$ cat config.mk
export PLATFORM = sky130hd
export DESIGN_NAME = servo_speed_sched
export DESIGN_NICKNAME = d
export VERILOG_FILES = /design/src/rtl/servo_pkg.sv /design/src/rtl/servo_settle_cnt.sv /design/src/rtl/servo_speed_sched.sv
export SDC_FILE = /design/constraint.sdc
export NUM_CORES = 1
export LEC_CHECK = 0
export ABC_AREA = 1
export BUFFER_PORTS_ARGS = -buffer_cell sky130_fd_sc_hd__buf_2
export CAP_MARGIN = 10
export CORE_ASPECT_RATIO = 1.75
export CORE_MARGIN = 4
export CORE_UTILIZATION = 46
export DETAILED_ROUTE_END_ITERATION = 8
export GPL_TIMING_DRIVEN = 0
export PLACE_DENSITY = 0.69
export SKIP_CTS_REPAIR_TIMING = 1
export SYNTH_ARGS = -nofsm -noshare
export SYNTH_HDL_FRONTEND = slang
export SYNTH_HIERARCHICAL = 1
export SYNTH_SLANG_ARGS = --single-unit
export TNS_END_PERCENT = 100
$ cat constraint.sdc
create_clock -name clk -period 1.7 [get_ports clk]
set_clock_uncertainty 0.05 [all_clocks]
set_input_delay 0.34 -clock clk [delete_from_list [all_inputs] [get_ports clk]]
set_output_delay 0.34 -clock clk [all_outputs]
set_load 0.05 [all_outputs]
$ cat src/rtl/servo_pkg.sv
// Shared types for the servo speed scheduler: FSM states, owner codes, level type and clamp helper.
package servo_pkg;

    localparam int unsigned LEVEL_W = 4;

    typedef logic [LEVEL_W-1:0] level_t;

    typedef enum logic [2:0] {
        ST_IDLE    = 3'd0,
        ST_MAN     = 3'd1,
        ST_AUTO    = 3'd2,
        ST_DRAIN   = 3'd3,
        ST_STOPPED = 3'd4
    } state_t;

    localparam logic [1:0] OWN_NONE = 2'd0;
    localparam logic [1:0] OWN_MAN  = 2'd1;
    localparam logic [1:0] OWN_AUTO = 2'd2;
    localparam logic [1:0] OWN_STOP = 2'd3;

    function automatic level_t clamp_level(input level_t lvl, input level_t max_lvl);
        return (lvl > max_lvl) ? max_lvl : lvl;
    endfunction

endpackage

$ cat src/rtl/servo_settle_cnt.sv
// Consecutive-idle counter: done_c fires on the cycle that completes TICKS idle cycles in a row.
module servo_settle_cnt #(
    parameter int unsigned TICKS = 200
) (
    input  logic clk,
    input  logic rst_n,
    input  logic i_clear,
    input  logic i_idle,
    output logic o_done_c
);

    localparam int unsigned LAST  = (TICKS > 0) ? TICKS - 1 : 0;
    localparam int unsigned CNT_W = (LAST > 0) ? $clog2(LAST + 1) : 1;
    localparam logic [CNT_W-1:0] LAST_C = CNT_W'(LAST);

    logic [CNT_W-1:0] r_cnt;

    always_ff @(posedge clk or negedge rst_n) begin
        if (!rst_n) begin
            r_cnt <= '0;
        end else if (i_clear) begin
            r_cnt <= '0;
        end else if (i_idle && (r_cnt != LAST_C)) begin
            r_cnt <= r_cnt + CNT_W'(1);
        end
    end

    assign o_done_c = !i_clear && i_idle && (r_cnt == LAST_C);

endmodule

$ cat src/rtl/servo_speed_sched.sv
// Arbitrates the servo speed path between manual and auto requesters, draining to level 0 on handover.
// Optional drain watchdog enabled by defining SERVO_SCHED_WATCHDOG_EN.
module servo_speed_sched
    import servo_pkg::*;
#(
    parameter int unsigned MAX_LEVEL    = 9,
    parameter int unsigned HOLD_TICKS   = 1000,
    parameter int unsigned SETTLE_TICKS = 200
`ifdef SERVO_SCHED_WATCHDOG_EN
   ,parameter int unsigned DRAIN_TIMEOUT = 65535
`endif
) (
    input  logic       clk,
    input  logic       rst_n,
    input  logic       stop,
    input  logic       man_req,
    input  logic [3:0] man_level,
    input  logic       auto_req,
    input  logic [3:0] auto_level,
    input  logic       moving,
    output logic       man_gnt,
    output logic       auto_gnt,
    output logic [3:0] speed_level,
    output logic [3:0] max_level,
    output logic [1:0] owner,
    output logic       fault
);

    localparam level_t MAX_L = level_t'(MAX_LEVEL);
    localparam int unsigned HOLD_W = (HOLD_TICKS > 0) ? $clog2(HOLD_TICKS + 1) : 1;
    localparam logic [HOLD_W-1:0] HOLD_C = HOLD_W'(HOLD_TICKS);

    state_t            r_state;
    state_t            w_state_nxt;
    logic [HOLD_W-1:0] r_hold;
    logic [HOLD_W-1:0] w_hold_nxt;
    logic              w_settle_done_c;

    logic              r_man_gnt;
    logic              r_auto_gnt;
    level_t            r_speed;
    logic [1:0]        r_owner;
    logic              w_man_gnt;
    logic              w_auto_gnt;
    level_t            w_speed;
    logic [1:0]        w_owner;

    servo_settle_cnt #(
        .TICKS (SETTLE_TICKS)
    ) u_settle (
        .clk      (clk),
        .rst_n    (rst_n),
        .i_clear  ((r_state != ST_DRAIN) || moving),
        .i_idle   (!moving),
        .o_done_c (w_settle_done_c)
    );

`ifdef SERVO_SCHED_WATCHDOG_EN
    localparam int unsigned TMO_W = (DRAIN_TIMEOUT > 1) ? $clog2(DRAIN_TIMEOUT + 1) : 1;
    localparam logic [TMO_W-1:0] TMO_LAST = TMO_W'((DRAIN_TIMEOUT > 0) ? DRAIN_TIMEOUT - 1 : 0);

    logic [TMO_W-1:0] r_drain_cnt;
    logic             r_fault;
    logic             w_fault_set;
    logic             w_wd_expired_c;

    assign w_wd_expired_c = (r_state == ST_DRAIN) && (r_drain_cnt == TMO_LAST);

    // Drain age counter: only meaningful while in DRAIN, reset to 0 everywhere else.
    always_ff @(posedge clk or negedge rst_n) begin
        if (!rst_n) begin
            r_drain_cnt <= '0;
            r_fault     <= 1'b0;
        end else begin
            r_drain_cnt <= (r_state == ST_DRAIN) ? r_drain_cnt + TMO_W'(1) : '0;
            r_fault     <= r_fault | w_fault_set;
        end
    end

    assign fault = r_fault;
`else
    assign fault = 1'b0;
`endif

    always_ff @(posedge clk or negedge rst_n) begin
        if (!rst_n) begin
            r_state <= ST_IDLE;
            r_hold  <= '0;
        end else begin
            r_state <= w_state_nxt;
            r_hold  <= w_hold_nxt;
        end
    end

    // Next state plus the output values to be registered on this edge.
    always_comb begin
        w_state_nxt = r_state;
        w_hold_nxt  = r_hold;
        w_man_gnt   = 1'b0;
        w_auto_gnt  = 1'b0;
        w_speed     = '0;
        w_owner     = OWN_NONE;
`ifdef SERVO_SCHED_WATCHDOG_EN
        w_fault_set = 1'b0;
`endif
        case (r_state)
            ST_IDLE: begin
                if (stop) begin
                    w_state_nxt = ST_STOPPED;
                end else if (man_req) begin
                    w_state_nxt = ST_MAN;
                end else if (auto_req) begin
                    w_state_nxt = ST_AUTO;
                    w_hold_nxt  = '0;
                end
            end
            ST_MAN: begin
                w_man_gnt = 1'b1;
                w_speed   = clamp_level(man_level, MAX_L);
                w_owner   = OWN_MAN;
                if (stop || !man_req) begin
                    w_state_nxt = ST_DRAIN;
                end
            end
            ST_AUTO: begin
                w_auto_gnt = 1'b1;
                w_speed    = clamp_level(auto_level, MAX_L);
                w_owner    = OWN_AUTO;
                if (r_hold != HOLD_C) begin
                    w_hold_nxt = r_hold + HOLD_W'(1);
                end
                if (stop || !auto_req || (man_req && (r_hold == HOLD_C))) begin
                    w_state_nxt = ST_DRAIN;
                end
            end
            ST_DRAIN: begin
                if (w_settle_done_c) begin
                    w_state_nxt = stop ? ST_STOPPED : ST_IDLE;
                end
`ifdef SERVO_SCHED_WATCHDOG_EN
                else if (w_wd_expired_c) begin
                    w_state_nxt = ST_STOPPED;
                    w_fault_set = 1'b1;
                end
`endif
            end
            ST_STOPPED: begin
                w_owner = OWN_STOP;
                if (!stop) begin
                    w_state_nxt = ST_IDLE;
                end
            end
            default: begin
                w_state_nxt = ST_IDLE;
            end
        endcase
    end

    always_ff @(posedge clk or negedge rst_n) begin
        if (!rst_n) begin
            r_man_gnt  <= 1'b0;
            r_auto_gnt <= 1'b0;
            r_speed    <= '0;
            r_owner    <= OWN_NONE;
        end else begin
            r_man_gnt  <= w_man_gnt;
            r_auto_gnt <= w_auto_gnt;
            r_speed    <= w_speed;
            r_owner    <= w_owner;
        end
    end

    assign man_gnt     = r_man_gnt;
    assign auto_gnt    = r_auto_gnt;
    assign speed_level = r_speed;
    assign owner       = r_owner;
    assign max_level   = MAX_L;

endmodule

==> results.py <==
metrics = {
    "logic_synthesis": {
        "yosys_register_bits": 29,
        "synthTopCellsByArea": "dfrtp_1 39%, nand2_1 15%, inv_1 7.1%, nand3_1 6.7%, nor2_1 4.8%",
        "yosys_warnings": 6,
        "synth.largest_area_cell": "dfrtp_1",
        "synth_edf_count": 0,
        "syn_area_um2": 1860,
        "async_flop_share_pct": 100,
        "netlist_instances": 256,
        "post-synth-top-area-fraction_pct": 39.0,
        "seq_area_frac_synth_pct": 39.0,
        "avgSynthCellArea_um2": 7.27,
        "synth.distinct_cells": 29,
        "synth_ff_type": "dfrtp_1",
    },
    "setup_path": {
        "cp.arrival_ns": 1.88,
        "required_ns": 1.86,
        "setup.worst_path.end_class": "flop",
        "worstReg2RegEnd": "r_state[0]$_DFFE_PN0P_",
        "cp-start-kind": "flop",
        "reg2reg_slack_ns": -0.02,
        "critPathMaxFanout": 4,
        "worstSetupPathType": "reg -> reg",
        "reg2reg_depth": 9,
        "worstReg2RegStart": "u_settle/r_cnt[1]$_DFFE_PN0P_",
    },
    "clocking": {
        "ctsLongestPathBuffers": 2,
        "cts_buffers": 5,
        "cts_num_sinks": 29,
        "clockRootBuffer": "clkbuf_8",
        "path_clk_slew_ns": 0.06,
        "cts_max_level": 2,
        "clk_latency_ns": 0.28,
        "cts_tree": "yes",
    },
    "global_routing": {
        "antenna_found_initial": 0,
        "grt_first_pass_wirelength_mm": 7.07,
        "gr-total-overflow": 0,
        "grtUsageTotal_pct": 17.4,
        "grt_pass1_vias": 1631,
        "grt_start_max_net_pins": 30,
    },
    "die": {
        "core_region_area_um2": 3900,
        "io_pins": 27,
        "die_y_um": 92.2,
        "rows": 30,
        "start_util_pct": 47.7,
        "die_area_um2": 5170,
        "die_w_um": 56.1,
    },
    "timing": {
        "period_share_pct": 101,
        "max_freq_ghz": 0.581,
        "maxSlewViolCount": 0,
        "worst_pin_slew_ns": 0.665,
        "setup_viol": 1,
        "hold_violations": 0,
        "tns_ns": -0.0223,
        "relSlewSlack_pct": 55.7,
        "finalCriticalPeriod_ns": 1.72,
        "fin_ws_ns": -0.0223,
        "rsz0062_at_grt": "yes",
    },
    "power_and_ir_drop": {
        "seqPwrFrac_pct": 32.1,
        "p_comb_share_pct": 49.2,
        "p_clk_share_pct": 18.6,
        "swShare_pct": 45.4,
        "intPower_w": 0.00159,
        "power_density_nw_per_um2": 1250,
        "leakagePower_nw": 1.22,
        "peakVddDrop_v": 0.000843,
        "netSwitchingPower_w": 0.00133,
    },
    "final_layout": {
        "syn_to_final_growth_pct": 25.5,
        "fillers": 384,
        "final_area_um2": 2340,
        "regArea_um2": 732,
        "final_cells": 351,
        "multiInputGateArea_um2": 1030,
        "antenna_cells": 0,
        "nNetsFinal": 320,
        "final_cell_mix": "67 x nand2_1, 34 x inv_1, 24 x nand3_1, 24 x dfrtp_1, 22 x nor2_1",
        "final_common_cell": "nand2_1",
        "drive_above_1_share_pct": 28.7,
    },
    "routing": {
        "avgViaCountPerCell": 5.07,
        "firstDrtPassIters": 4,
        "drc_errors": 0,
        "routed_wl_mm": 4.57,
        "postRouteAntennaNets": 0,
        "vias": 1778,
        "drt_iter0_drc": 48,
        "wl_per_cell_um": 13.0,
    },
    "placement": {
        "port_buffers": 21,
        "place.detailed.hpwl_mm": 3.09,
        "place.gp.congestion": 0.869,
        "dp.cells": 328,
        "dpl_cell_area_um2": 2040,
    },
    "run_status": {
        "violations": "negative setup slack",
        "status": "finished, violations left",
    },
    "worst_hold_path": {
        "min_path_type": "in -> async",
    },
    "flow_run": {
        "cap_violations": 0,
    },
}
## power by group through the flow
stage | registers, W | clock network (W) | logic [W]
floorplan | 0.00118 | 0 | 0.000620
global placement | 0.000943 | 0 | 0.00113
finish | 0.000939 | 0.000544 | 0.00144
global route | 0.000957 | 0.000599 | 0.00157
detailed placement | 0.000942 | 0 | 0.00113
CTS | 0.000929 | 0.000575 | 0.00114
## worst max-delay path: stages, from the launching register on
cell and delay, ns:
dfrtp_1 0.45, ha_4 0.20, nand3_1 0.12, nor4_4 0.22
inv_1 0.07, nand2_2 0.07, nand2_2 0.07, nor2_4 0.16
nand4_1 0.16, nand2_1 0.09
## routing by layer
metal / up-vias / share of wire, % / global-route usage (%)
met5: - / 0 / 0
met4: 0 / 3.6 / 9.90
met3: 15 / 3.5 / 4.37
met2: 35 / 57 / 31.8
met1: 838 / 36 / 17.4
li1: 890 / - / -
## cell type report
cell class	instances	area share [%]
multi-input cells	184	44.0
clock inverters	2	0.428
well taps	48	2.57
flip-flops and latches	29	31.3
repair buffers	36	9.64
inverters	38	6.16
clock buffers	6	3.11
plain buffers	8	2.73
## flip-flops by register name, summed over array words and instances (netlist names)
| signal | count |
|---|---|
| r_hold | 10 |
| man_gnt | 1 |
| owner | 2 |
| auto_gnt | 1 |
| r_state | 3 |
| u_settle/r_cnt | 8 |
| speed_level | 4 |
## metrics by stage
stage / setup WS [ns] / total power (W) / utilization [%] / hold slack (ns)
6_report: -0.0223 / 0.00292 / 59.8 / 0.0366
3_5_place_dp: -0.203 / 0.00207 / 52.3 / 0.368
4_1_cts: -0.227 / 0.00264 / 54.5 / 0.0547
2_1_floorplan: 0.0306 / 0.00180 / - / -0.00559
5_1_grt: -0.157 / 0.00313 / 59.8 / 0.0846
3_3_place_gp: -0.192 / 0.00208 / 52.3 / 0.357
## synth_stat cells (2+ instances only)
cell type  count
nor2_1        24
nand2_2        3
dfrtp_1       29
nor2_8         2
inv_1         35
buf_4          7
nand3_1       25
nor3_1         3
o21ai_0       10
a21oi_1        2
o21ai_1        3
nand2_1       73
nor2_2         3
nand3_2        2
conb_1         2
ha_1           4
o22ai_1        3
xor2_1         5
o21ai_2        3
nand4_1        9
## worst max-delay path by stage
| stage | startpoint | to | slack [ns] | cells past startpoint |
|---|---|---|---|---|
| global placement | r_state[1]$_DFFE_PN0P_ | r_state[1]$_DFFE_PN0P_ | -0.19 | 11 |
| global route | u_settle/r_cnt[0]$_DFFE_PN0P_ | r_state[0]$_DFFE_PN0P_ | -0.16 | 9 |
| floorplan | r_state[0]$_DFFE_PN0P_ | r_state[1]$_DFFE_PN0P_ | 0.03 | 11 |
| finish | u_settle/r_cnt[1]$_DFFE_PN0P_ | r_state[0]$_DFFE_PN0P_ | -0.02 | 9 |
| detailed placement | r_state[1]$_DFFE_PN0P_ | r_state[1]$_DFFE_PN0P_ | -0.20 | 11 |
| CTS | r_state[1]$_DFFE_PN0P_ | r_state[2]$_DFFE_PN0P_ | -0.23 | 10 |
## kinds of logic (layout without fill, tap and decap cells)
group | count (synthesis) | in the layout | synth area share (%)
simple gates | 146 | 146 | 36.3
flops | 29 | 29 | 39.0
xor+xnor | 5 | 5 | 2.35
compound gates | 24 | 24 | 8.13
other cells | 2 | 5 | 0.403
fa+ha+maj | 4 | 4 | 2.69
buf+inv | 46 | 90 | 11.2
Note: power is estimated with default switching activity, not from simulation.
